### src/rtl/writeback_regfile.sv
// Writeback stage and 16 x DATA_WIDTH architectural register file.
// Selects the writeback source from the opcode, commits it, serves two bypassed read ports, and tracks retire/halt.
module writeback_regfile #(
    parameter int DATA_WIDTH  = 20,
    parameter int COUNT_WIDTH = 16
) (
    input  logic                   clock,
    input  logic                   reset,
    input  logic                   wb_valid,
    input  logic [19:0]            wb_instruction,
    input  logic [DATA_WIDTH-1:0]  wb_alu_result,
    input  logic [DATA_WIDTH-1:0]  wb_mem_data,
    input  logic [3:0]             rd_addr1,
    input  logic [3:0]             rd_addr2,
    output logic [DATA_WIDTH-1:0]  rd_data1,
    output logic [DATA_WIDTH-1:0]  rd_data2,
    output logic                   wb_write_en,
    output logic [3:0]             wb_write_addr,
    output logic [DATA_WIDTH-1:0]  wb_write_data,
    output logic [COUNT_WIDTH-1:0] retired_count,
    output logic                   halted
);

    typedef enum logic [3:0] {
        OP_NOP  = 4'b0000,
        OP_ADD  = 4'b0001,
        OP_SUB  = 4'b0010,
        OP_AND  = 4'b0011,
        OP_OR   = 4'b0100,
        OP_SLT  = 4'b0101,
        OP_ADDI = 4'b0110,
        OP_LW   = 4'b0111,
        OP_SW   = 4'b1000,
        OP_BEQ  = 4'b1001,
        OP_J    = 4'b1010,
        OP_LI   = 4'b1011,
        OP_HALT = 4'b1111
    } opcode_e;

    logic [DATA_WIDTH-1:0] regs [16];
    opcode_e               opcode;
    logic                  writes_reg;
    logic                  retire;

    // Bubbles may carry X from the un-reset MEM/WB register, so the decode only sees a valid slot.
    always_comb begin
        opcode        = OP_NOP;
        wb_write_addr = '0;
        writes_reg    = 1'b0;
        wb_write_data = '0;
        if (wb_valid) begin
            opcode        = opcode_e'(wb_instruction[19:16]);
            wb_write_addr = wb_instruction[15:12];
            case (opcode)
                OP_ADD, OP_SUB, OP_AND, OP_OR, OP_SLT, OP_ADDI, OP_LI: begin
                    writes_reg    = 1'b1;
                    wb_write_data = wb_alu_result;
                end
                OP_LW: begin
                    writes_reg    = 1'b1;
                    wb_write_data = wb_mem_data;
                end
                default: begin
                    writes_reg    = 1'b0;
                    wb_write_data = wb_alu_result;
                end
            endcase
        end
    end

    assign retire      = wb_valid && !halted;
    assign wb_write_en = retire && !reset && writes_reg && (wb_write_addr != 4'd0);

    always_comb begin
        rd_data1 = regs[rd_addr1];
        if (rd_addr1 == 4'd0)
            rd_data1 = '0;
        else if (wb_write_en && wb_write_addr == rd_addr1)
            rd_data1 = wb_write_data;
    end

    always_comb begin
        rd_data2 = regs[rd_addr2];
        if (rd_addr2 == 4'd0)
            rd_data2 = '0;
        else if (wb_write_en && wb_write_addr == rd_addr2)
            rd_data2 = wb_write_data;
    end

    always_ff @(posedge clock) begin
        if (reset) begin
            // NOTE: the array is cleared explicitly because reset must zero architectural state; this rules out a RAM macro.
            for (int i = 0; i < 16; i++)
                regs[i] <= '0;
            retired_count <= '0;
            halted        <= 1'b0;
        end else begin
            // NOTE: non-blocking assignments so every read in this block sees pre-edge state.
            if (wb_write_en)
                regs[wb_write_addr] <= wb_write_data;
            if (retire) begin
                if (retired_count != '1)
                    retired_count <= retired_count + 1'b1;
                if (opcode == OP_HALT)
                    halted <= 1'b1;
            end
        end
    end

endmodule

### config.mk
export PLATFORM = sky130hd
export DESIGN_NAME = writeback_regfile
export DESIGN_NICKNAME = d
export VERILOG_FILES = /design/src/rtl/writeback_regfile.sv
export SDC_FILE = /design/constraint.sdc
export NUM_CORES = 1
export LEC_CHECK = 0
export BUFFER_PORTS_ARGS = -buffer_cell sky130_fd_sc_hd__buf_2
export CELL_PAD_IN_SITES_DETAIL_PLACEMENT = 0
export CELL_PAD_IN_SITES_GLOBAL_PLACEMENT = 2
export CORE_UTILIZATION = 47
export CTS_BUF_LIST = sky130_fd_sc_hd__clkbuf_8
export DETAILED_ROUTE_END_ITERATION = 8
export PLACE_DENSITY_LB_ADDON = 0.1
export RECOVER_POWER = 25
export SETUP_SLACK_MARGIN = 0.15
export SYNTH_ARGS = -nofsm -noshare
export SYNTH_HDL_FRONTEND = slang
export SYNTH_SLANG_ARGS = --single-unit
### constraint.sdc
create_clock -name clock -period 3.8 [get_ports clock]
set_clock_uncertainty 0.1 [all_clocks]
set_input_delay 0.57 -clock clock [delete_from_list [all_inputs] [get_ports clock]]
set_output_delay 0.57 -clock clock [all_outputs]
set_load 0.03 [all_outputs]
==> run_results.csv <==
group,metric,value,unit
outcome,status,"complete, but fails checks",
outcome,violations,"capacitance limit, slew limit",
route,postRouteAntennaNets,0,
logic_synthesis,synth-compound-area-share,0.0652,
route,vias,13100,
floorplan,placementRows,71,
logic_synthesis,netlist.area_leader.share,0.532,
floorplan,die_x,198,um
final_layout,nFillCells,3208,
placed_design,place_inst,2042,
logic_synthesis,yosysTopAreaCell,"edfxtp_1",
worst_setup_path,reg2reg_depth,7,
placed_design,gp_congestion,0.840,
placed_design,place_ws,0.179,ns
worst_setup_path,critical_path_depth,7,
final_layout,drive_above_1_share,0.298,
timing,fmax,281,MHz
floorplan,die-area,39200,um^2
timing,maxSlewViolCount,83,
route,drc_errors,0,
worst_setup_path,start_kind,"flip-flop",
worst_setup_path,required,3.13,ns
logic_synthesis,synth_fa_ha_area_frac,0.000693,
clocking,clock_latency,0.65,ns
worst_setup_path,crit_buf_inv,2,
worst_setup_path,reg2reg_from,"halted$_SDFFE_PP0P_",
min_path,hold_path.class,"primary input to flip-flop",
worst_setup_path,crit_chain,"nand2b_4 > a211o_1 > or3_4 > buf_12 > or3_1 > a21oi_4 > buf_6",
route,drt-pass1-iter-count,5,
min_path,hold_depth,3,
grt,grt_remaining_overflow,0,
worst_setup_path,crit_fanout,41,
timing,fin_crit_sh,0.935,
logic_synthesis,synth_edf_count,320,
route,wl_per_cell,27.6,um
floorplan,initial_utilization,0.478,
grt,grt_pass1_vias,13300,
logic_synthesis,yosys_register_bits,337,
worst_setup_path,path_class,"flip-flop to output port",
final_layout,num_antenna_cells,0,
clocking,cts_buffers,58,
clocking,cts_tree,"built",
grt,grt_pass1_wl,86500,um
logic_synthesis,synthXorXnorAreaFrac,0.00825,
route,totalWireLength,59400,um
final_layout,area.growth.synth_to_final,16.3,%
timing,worst_pin_slew,1.70,ns
logic_synthesis,async_flop_share,0,
final_layout,final_nets,1665,
clocking,ctsHoldBuffers,0,
final_layout,stdcell_area,21000,um^2
clocking,ctsRootBufferMaster,"clkbuf_8",
logic_synthesis,synthMuxAreaShare,0.213,
placed_design,dpl.hpwl,38400,um
logic_synthesis,synth_area_per_cell,12.8,um^2
logic_synthesis,synth_top_cells_by_area,"edfxtp_1, mux4_2, nor2_1",
worst_setup_path,worst-r2r-setup-slack,0.97,ns
floorplan,die_h,198,um
worst_setup_path,max_stage_delay,0.44,ns
logic_synthesis,ys_warn_count,0,
min_path,holdCritStartpoint,"wb_instruction[16]",
placed_design,dpl_cell_area,19900,um^2
power,power_density,418,nW/um^2
timing,hold_violations,0,
grt,track_usage,0.313,
final_layout,instances_no_fill,2149,
grt,grt_antenna_before_repair,0,
clocking,clk_path_buf_depth,3,
route,via_per_inst,6.11,
timing,setup_tns,0,ns
logic_synthesis,synth_cell_types,48,
clocking,cts.sinks,337,
worst_setup_path,cp-startpoint,"halted$_SDFFE_PP0P_",
logic_synthesis,synth_top_family_by_area,"multiplexers",
clocking,path_clk_slew,0.06,ns
timing,rsz0062_at_grt,"no",
floorplan,num_io_pins,153,
power,vdd_drop_max,337,uV
clocking,htreeDepth,2,
worst_setup_path,cp.arrival,2.88,ns
timing,period_needed,3.55,ns
placed_design,io_buffers,140,
run,maxCapViolations,4,
worst_setup_path,critPathCaptureType,"output port",
logic_synthesis,synth_cells,1405,
worst_setup_path,cp_top_family,"simple AND/OR/NAND/NOR gates",
timing,setup_slack,0.246,ns
logic_synthesis,synth-seq-area-share,0.551,
timing,setup_viol,0,
power,power.static_leakage,7.41,nW
power,power,0.00878,W
logic_synthesis,yosys.area_share.simple,0.125,
timing,maxSlewHeadroom,-0.130,
floorplan,core_area,37800,um^2
logic_synthesis,synth_flop_cell,"edfxtp_1",
logic_synthesis,synthesis.area,18000,um^2
route,drt_iter0_drc,1247,
grt,grt_max_degree,54,
worst_setup_path,crit_path_top_delay_cell,"or3_4",
==> Yosys cell counts, types with 2 or more instances <==
library cell  instances
and2_1                6
mux4_2              160
nor4_1                6
nand2_1              74
nor2_1              324
buf_6                 4
o22ai_1               2
clkbuf_1            104
xnor2_1               9
a22oi_1              80
buf_1                14
a21oi_1              44
nor3_1                9
or3_1                42
nand3_1              12
nor3b_1               2
o32ai_1               2
buf_2                15
dfxtp_1              17
mux2_2               20
o31ai_1               2
o21ai_0              43
o2111ai_1             2
nor4bb_1              3
nand2b_1             17
xor2_1                8
inv_1                25
and3_1                2
edfxtp_1            320
a32o_1                2
a211oi_1              3
nor2b_1              10
nand4_1               6
or4_1                 2
==> kinds of logic after synthesis <==
group | Yosys count
muxes | 181
and+or+nand+nor | 520
xor gates and xnor gates | 17
DFF | 337
AOI/OAI and AO/OA | 185
adders and majority gates | 1
buffers and inverters | 163
other | 1
==> worst paths after layout <==
check	end
min reg2reg	retired_count[10]$_SDFFE_PP0P_
max reg2reg	regs[2][7]$_SDFFCE_PN0P_
min	halted$_SDFFE_PP0P_
max	rd_data2[9]
==> final cells by class <==
type,count,area (um^2),area share
inverters,25,93.8,0.00447
clock inverters,46,216,0.0103
well taps,511,639,0.0305
flip-flops and latches,337,9950,0.474
repair buffers,247,1670,0.0798
multi-input cells,924,7600,0.362
clock buffers,59,812,0.0387
==> cell usage in the layout, fill, tap and decap left out, drive strengths merged, types with 2 or more instances in the layout <==
cell type	netlist	routed
and3	2	2
nand2b	18	18
nor3b	2	2
nand3	12	12
and2	7	7
buf	34	215
conb	1	20
xor2	8	8
nor4	6	6
dfxtp	17	17
o21ai	44	44
edfxtp	320	320
clkinv	0	28
a32o	2	2
clkbuf	104	90
o32ai	2	2
or3	42	42
xnor2	9	9
nand4	6	6
o2111ai	2	2
a21oi	44	44
nor4bb	3	3
or4	2	2
nand2	74	74
a22oi	80	80
a211oi	3	3
o31ai	2	2
nor2b	10	10
o22ai	2	2
mux4	160	160
nor2	324	324
mux2	20	20
nor3	9	9
inv	25	41
==> per-layer routing <==
layer,vias to the layer above,global-route usage,wire (um),part of all wire
li1,5693,-,-,-
met1,6684,0.412,23500,0.40
met2,629,0.510,28800,0.49
met3,121,0.0651,4840,0.081
met4,0,0.123,2140,0.036
met5,-,0,0,0
==> per-stage QoR <==
stage | util | hold WS (ns)
finish | 0.556 | 0.130
global route | 0.556 | 0.132
CTS | 0.557 | 0.0852
detailed placement | 0.526 | 0.427
global placement | 0.526 | 0.420
floorplan | - | 0.529
==> repair_timing <==
action	4_1_cts	5_1_grt
buffers inserted	1	0
endpoints found under the setup margin	40	34
resized for setup	28	12
pin swaps	3	1
gates cloned	1	0
==> power by group <==
part	switching [W]	internal, W	leakage, nW
clock	0.00150	0.00150	0.593
combinational	0.000854	0.000568	3.63
sequential	0.0000954	0.00425	3.18
==> flip-flops by register name, indices dropped and copies added, names as in the netlist <==
name,cells
retired_count,16
halted,1
regs,320
==> worst min-delay path: stages <==
cell and delay, ns:
buf_2 0.12, a31oi_1 0.07, nor2_1 0.07
Note: power is estimated with default switching activity, not from simulation.
